==> src/rtl/adder_byte_seq.sv <==
// adder_byte_seq
// Feeds an external combinational 8-bit adder with one byte per clock,
// starting at the least-significant byte. The adder's carry is registered
// and fed back as the next byte's carry-in. Sum bytes are collected into a
// wide result, and done pulses for one cycle when the whole word is ready.

module adder_byte_seq #(
  parameter int NBYTES = 4
) (
  input  logic                  clk,
  input  logic                  rst_n,
  input  logic                  start,
  input  logic [8*NBYTES-1:0]   op_a,
  input  logic [8*NBYTES-1:0]   op_b,
  input  logic                  cin_init,
  output logic [7:0]            add_a,
  output logic [7:0]            add_b,
  output logic                  add_cin,
  input  logic [7:0]            add_sum,
  input  logic                  add_cout,
  output logic                  busy,
  output logic                  done,
  output logic [8*NBYTES-1:0]   result,
  output logic                  carry_out
);

  localparam int W    = 8 * NBYTES;
  // With a single byte the index needs no range, but still needs one bit.
  localparam int IDXW = (NBYTES > 1) ? $clog2(NBYTES) : 1;
  localparam logic [IDXW-1:0] IDX_LAST = IDXW'(NBYTES - 1);

  typedef enum logic [1:0] {
    S_IDLE = 2'd0,
    S_RUN  = 2'd1,
    S_DONE = 2'd2
  } state_t;

  state_t            r_state;
  state_t            w_next_state;
  logic [IDXW-1:0]   r_idx;
  logic              r_carry;
  logic [W-1:0]      r_op_a;
  logic [W-1:0]      r_op_b;
  logic [W-1:0]      r_result;
  logic              r_carry_out;
  logic              r_busy;
  logic              r_done;
  logic              w_accept;
  logic              w_last;

  // Pick byte number idx out of a wide operand.
  function automatic logic [7:0] f_byte(input logic [W-1:0] v, input logic [IDXW-1:0] idx);
    logic [7:0] b;
    b = 8'h00;
    for (int k = 0; k < NBYTES; k++) begin
      if (idx == IDXW'(k)) begin
        b = v[8*k +: 8];
      end
    end
    return b;
  endfunction

  // A start is only honoured outside RUN; the operation in flight is never disturbed.
  assign w_accept = start && (r_state != S_RUN);
  assign w_last   = (r_idx == IDX_LAST);

  // State register plus registered status flags decoded from the next state.
  always_ff @(posedge clk or negedge rst_n) begin
    if (!rst_n) begin
      r_state <= S_IDLE;
      r_busy  <= 1'b0;
      r_done  <= 1'b0;
    end else begin
      r_state <= w_next_state;
      r_busy  <= (w_next_state == S_RUN);
      r_done  <= (w_next_state == S_DONE);
    end
  end

  // Next-state selection: IDLE waits for start, RUN walks the bytes, DONE lasts one cycle.
  always_comb begin
    w_next_state = r_state;
    case (r_state)
      S_IDLE: begin
        if (w_accept) begin
          w_next_state = S_RUN;
        end else begin
          w_next_state = S_IDLE;
        end
      end
      S_RUN: begin
        if (w_last) begin
          w_next_state = S_DONE;
        end else begin
          w_next_state = S_RUN;
        end
      end
      S_DONE: begin
        if (w_accept) begin
          w_next_state = S_RUN;
        end else begin
          w_next_state = S_IDLE;
        end
      end
      default: begin
        w_next_state = S_IDLE;
      end
    endcase
  end

  // Adder drive: current byte pair plus the registered carry while running, zero otherwise.
  always_comb begin
    add_a   = 8'h00;
    add_b   = 8'h00;
    add_cin = 1'b0;
    if (r_state == S_RUN) begin
      add_a   = f_byte(r_op_a, r_idx);
      add_b   = f_byte(r_op_b, r_idx);
      add_cin = r_carry;
    end else begin
      add_a   = 8'h00;
      add_b   = 8'h00;
      add_cin = 1'b0;
    end
  end

  // Datapath: latch operands on accept, then capture one sum byte and the carry per RUN cycle.
  always_ff @(posedge clk or negedge rst_n) begin
    if (!rst_n) begin
      r_idx       <= '0;
      r_carry     <= 1'b0;
      r_op_a      <= '0;
      r_op_b      <= '0;
      r_result    <= '0;
      r_carry_out <= 1'b0;
    end else begin
      case (r_state)
        S_IDLE, S_DONE: begin
          if (w_accept) begin
            r_op_a      <= op_a;
            r_op_b      <= op_b;
            r_carry     <= cin_init;
            r_idx       <= '0;
            r_result    <= '0;
            r_carry_out <= 1'b0;
          end
        end
        S_RUN: begin
          for (int k = 0; k < NBYTES; k++) begin
            if (r_idx == IDXW'(k)) begin
              r_result[8*k +: 8] <= add_sum;
            end
          end
          r_carry <= add_cout;
          if (w_last) begin
            r_carry_out <= add_cout;
          end else begin
            r_idx <= r_idx + IDXW'(1);
          end
        end
        default: begin
          r_idx <= '0;
        end
      endcase
    end
  end

  assign busy      = r_busy;
  assign done      = r_done;
  assign result    = r_result;
  assign carry_out = r_carry_out;

endmodule

==> config.mk <==
export PLATFORM = sky130hd
export DESIGN_NAME = adder_byte_seq
export DESIGN_NICKNAME = d
export VERILOG_FILES = /design/src/rtl/adder_byte_seq.sv
export SDC_FILE = /design/constraint.sdc
export NUM_CORES = 1
export LEC_CHECK = 0
export CORE_MARGIN = 8
export CORE_UTILIZATION = 25
export DETAILED_ROUTE_END_ITERATION = 7
export PLACE_DENSITY = 0.53
export SETUP_SLACK_MARGIN = 0.2
export SLEW_MARGIN = 20
export SYNTH_ARGS = -nofsm -noshare
export SYNTH_HDL_FRONTEND = slang
export SYNTH_SLANG_ARGS = --single-unit
==> constraint.sdc <==
create_clock -name clk -period 1.9 [get_ports clk]
set_input_delay 0.19 -clock clk [delete_from_list [all_inputs] [get_ports clk]]
set_output_delay 0.19 -clock clk [all_outputs]
set_load 0.01 [all_outputs]
# == Word level (Yosys, flattened, before mapping) ==
# Index checks and enable logic that the tools add are counted.
# totals
register_bits,104
inputBits,77
output_inout_bits,52
word_cells,67
# op_classes
add_sub_neg,1
eq_ne,14
n_mux,28
reduce_logical,12
# ops
cell,n
$mux 8,14
$pmux 32 s2,1
$mux 32,1
$reduce_and 3->1,4
$ne 2x1->1 const B,5
$eq 2x2->1 const B,4
$pmux 2 s2,2
$eq 2x1->1 const B,3
$mux 2,3
$reduce_and 2->1,3
$mux 1,5
$logic_not 2->1,2
$ne 2x2->1 const B,2
$pmux 1 s2,2
$add 2x1->2 const B,1
$reduce_bool 2->1,1
$reduce_or 2->1,1
$logic_and 1x1->1,1

# == Depth between registers and ports, before layout ==
# depth
depth_word,6
ltp_mapped,7
ltp_nobuf,5

# == Worst setup path before layout ==
# Ideal clock, no wire load.
# synth_timing
path_kind,register to output
startpoint,reg r_idx[0]
endpoint,out add_a[7]
arrival_ns,1.443
setup_slack_ns,0.267
stages_incl_launch_ff,6
path_buffers,1
path_cell_list,dfrtp_1 > inv_1 > ha_1 > clkbuf_1 > a221o_1 > a32o_1
# synth_via
elab_chain_len,6
word_cells_on_any_way,9
cone_classes,3 x eq/ne; 5 x mux; 1 x reduce/logical
# synth_rtl
element,line,source
from (decl),40,logic [IDXW-1:0] r_idx;
from (signal assigned),158,r_idx <= r_idx + IDXW'(1);
$logic_not 2->1,56,if (idx == IDXW'(k)) begin
$mux 8 (3 in series),56,
$mux 8 *,56,
$mux 8 *,116,if (r_state == S_RUN) begin
to (decl),16,"output logic [7:0] add_a,"
# Every way passes the cells marked *; elsewhere a longest branch is shown, timed or not.

# == Worst setup path in the final report ==
# layout_timing
startpoint,reg r_idx[0]
endpoint,out add_b[4]
# layout_via
elab_chain_len,6
word_cells_on_any_way,9
cone_classes,3 x eq/ne; 5 x mux; 1 x reduce/logical
# layout_rtl
element,line,source
$logic_not 2->1,56,
$mux 8 (3 in series),56,
$mux 8 *,56,
$mux 8 *,116,
to (decl),17,"output logic [7:0] add_b,"
# Marked as above.

==> impl_metrics.ini <==
[floorplan]
start_util_pct = 25.4
rows = 50
io_pins = 129
die_y_um = 153
core_mm2 = 0.0186
die_width_um = 153
die_area_mm2 = 0.0235

[timing]
maxSlewHeadroom_pct = 64.8
hold_slack_ns = 0.361
final_hold_viol_count = 0
slew_violations = 0
min_period_over_period_pct = 109
tightest_slew_ns = 0.529
clock_skew_ns = 0.00860
setup_viol = 24
fmax_mhz = 482
tns_ns = -2.77
rsz0062_at_grt = true
min_period_ns = 2.07
fin_ws_ns = -0.174

[place]
detailedPlace.worstSlack_ns = -0.276
place_congestion = 0.797
post-dp-hpwl_um = 10600
port_buffers = 128
dp_cells = 874
placed_area_mm2 = 0.00637

[clock_network]
path_clk_slew_ns = 0.07
numCtsBuffers = 9
insertion_delay_ns = 0.35
cts_sinks = 104
cts_tree = done
clockBufferDepth = 2
htreeDepth = 3
cts-root-buf = clkbuf_16

[setup_path]
path_cells = buf_6 -> ha_4 -> buf_8 -> a21oi_1 -> o21ai_1 -> a32o_2 -> buf_6
crit_type = flop to output pin
crit_buf_inv = 3
cpMostUsedCell = buf_6
cp.required_ns = 1.71
endpoint_kind = output pin
slowest_delay_ns = 0.42
crit_fanout = 14
cp-start-kind = flop
worst_path_dominant_cell_family = compound AO/OA/AOI/OAI gates
slowest_stage = dfrtp_1
cp.arrival_ns = 1.88

[synthesis]
synth_cell_types = 27
syn_avg_cell_area_um2 = 9.08
yosysSeqAreaShare_pct = 55.2
yosysTopAreaCell = dfrtp_1
synth_edf_count = 0
async_reset_ff_share_pct = 100
ys.flop_type = dfrtp_1
synth_area_leaders = dfrtp_1, nand2_1, o21ai_0
ys_ff_latch = 104
synth_cells = 519
synth_warnings = 0
syn_area_mm2 = 0.00471
syn_nets = 600
netlist.area_leader.share_pct = 55.2

[global_route]
overflow = 0
grt_pass1_wl_um = 23200
grt_pass1_vias = 4299
grtUsageTotal_pct = 12.4
grt_max_degree = 65
grt_antenna_before_repair = 0

[layout]
regArea_mm2 = 0.00260
final_core_util_pct = 37.4
num-nets-final = 747
layout-drive-gt1-share_pct = 16.1
finalNonFillerCells = 905
final_common_cell = nand2_1
fin_area_mm2 = 0.00695
multiInputGateArea_mm2 = 0.00201
num-fill-cells = 1844
diodes = 0
final_cell_mix = nand2_1, clkdlybuf4s50_1, dfrtp_1
syn_to_final_growth_pct = 47.5

[run_status]
status = finished with violations
violations = setup timing

[routing]
wl_um = 14600
first_iter_violations = 150
firstDrtPassIters = 4
wire_per_inst_um = 16.1
vias_per_cell = 4.47
drc_errors = 0
postRouteAntennaNets = 0
via_count = 4049

[power_and_ir_drop]
p_leak_nw = 3.29
max-vdd-ir-drop_v = 0.000766
pwr_density_cell_mw_per_mm2 = 1640
power_mw = 11.4

[run]
cap_violations = 0

[hold_path]
hold_path_class = input pin to flop
worst reg2reg max path, cell delays in order (launching register included):
cell and delay, ns:
dfrtp_1 0.41, inv_2 0.09, ha_4 0.18, buf_8 0.13, buf_8 0.14, buf_6 0.11, buf_6 0.11, nand2b_4 0.06
buf_12 0.13, mux2_4 0.31, a22o_1 0.19
routing by layer:
layer | up-vias | share of wire [%] | GRT usage, %
met5 | - | 0 | 0
met4 | 0 | 0.65 | 2.73
li1 | 1982 | - | -
met2 | 116 | 48 | 20.9
met1 | 1941 | 46 | 15.4
met3 | 10 | 5.7 | 3.89
registers in the layout, summed over array words and instances (netlist names):
| signal | cells |
|---|---|
| r_state | 2 |
| r_op_a | 32 |
| done | 1 |
| result | 32 |
| carry_out | 1 |
| r_idx | 2 |
| r_carry | 1 |
| r_op_b | 32 |
| busy | 1 |
power by group:
| part | switching [mW] | total (mW) | leakage, nW | internal, mW |
|---|---|---|---|---|
| registers | 0.623 | 3.81 | 1.31 | 3.18 |
| clock network | 0.805 | 2.00 | 0.154 | 1.19 |
| logic | 2.75 | 5.63 | 1.82 | 2.88 |
logic make-up (layout without fill, tap and decap cells):
kind of cell,after synthesis,in the layout,synth area share [%]
AOI/OAI and AO/OA,84,84,11.6
xor gates and xnor gates,1,1,0.186
adders and majority gates,4,4,1.06
buffers and inverters,46,198,5.07
DFF,104,104,55.2
muxes,10,10,2.97
and+or+nand+nor,270,270,23.8
final cells by class:
class | count | share of cell area (%)
Clock buffer | 13 | 3.60
Clock inverter | 3 | 0.936
Inverter | 11 | 0.594
Multi-Input combinational cell | 369 | 28.9
Sequential cell | 104 | 37.4
Tap cell | 234 | 4.21
Timing Repair Buffer | 171 | 24.3
cells in the mapped netlist, types with 3 or more instances:
cell type  count
buf_4          5
nand3_1       16
buf_2         20
a221o_1        3
nand2b_1      18
ha_1           4
nand2_1      225
clkbuf_1       7
o21ai_0       41
a21oi_1       14
a22o_1         8
inv_1         11
dfrtp_1      104
buf_6          3
mux2_4         8
a32o_1        16
nor2b_1        3
repair_timing:
item / CTS / global route
setup buffers: 12 / 2
hold buffers: 1 / 0
endpoints found under the setup margin: 48 / 26
resized for setup: 115 / 18
endpoints found under the hold margin: 37 / 0
pin swaps: 9 / 8
path summary, 6_finish.rpt:
path | from | end | slack, ns | depth (start not counted)
min reg2reg | r_op_b[19] | r_op_b[19] | 0.47 | 2
min | op_a[4] | r_op_a[4] | 0.36 | 3
max in group asynchronous | rst_n | r_op_a[17] | 0.84 | 3
max | r_idx[0] | add_b[4] | -0.17 | 7
min in group asynchronous | rst_n | result[28] | 0.37 | 2
max reg2reg | r_idx[1] | result[1] | -0.06 | 10
Power figures use the tool's default switching activity.
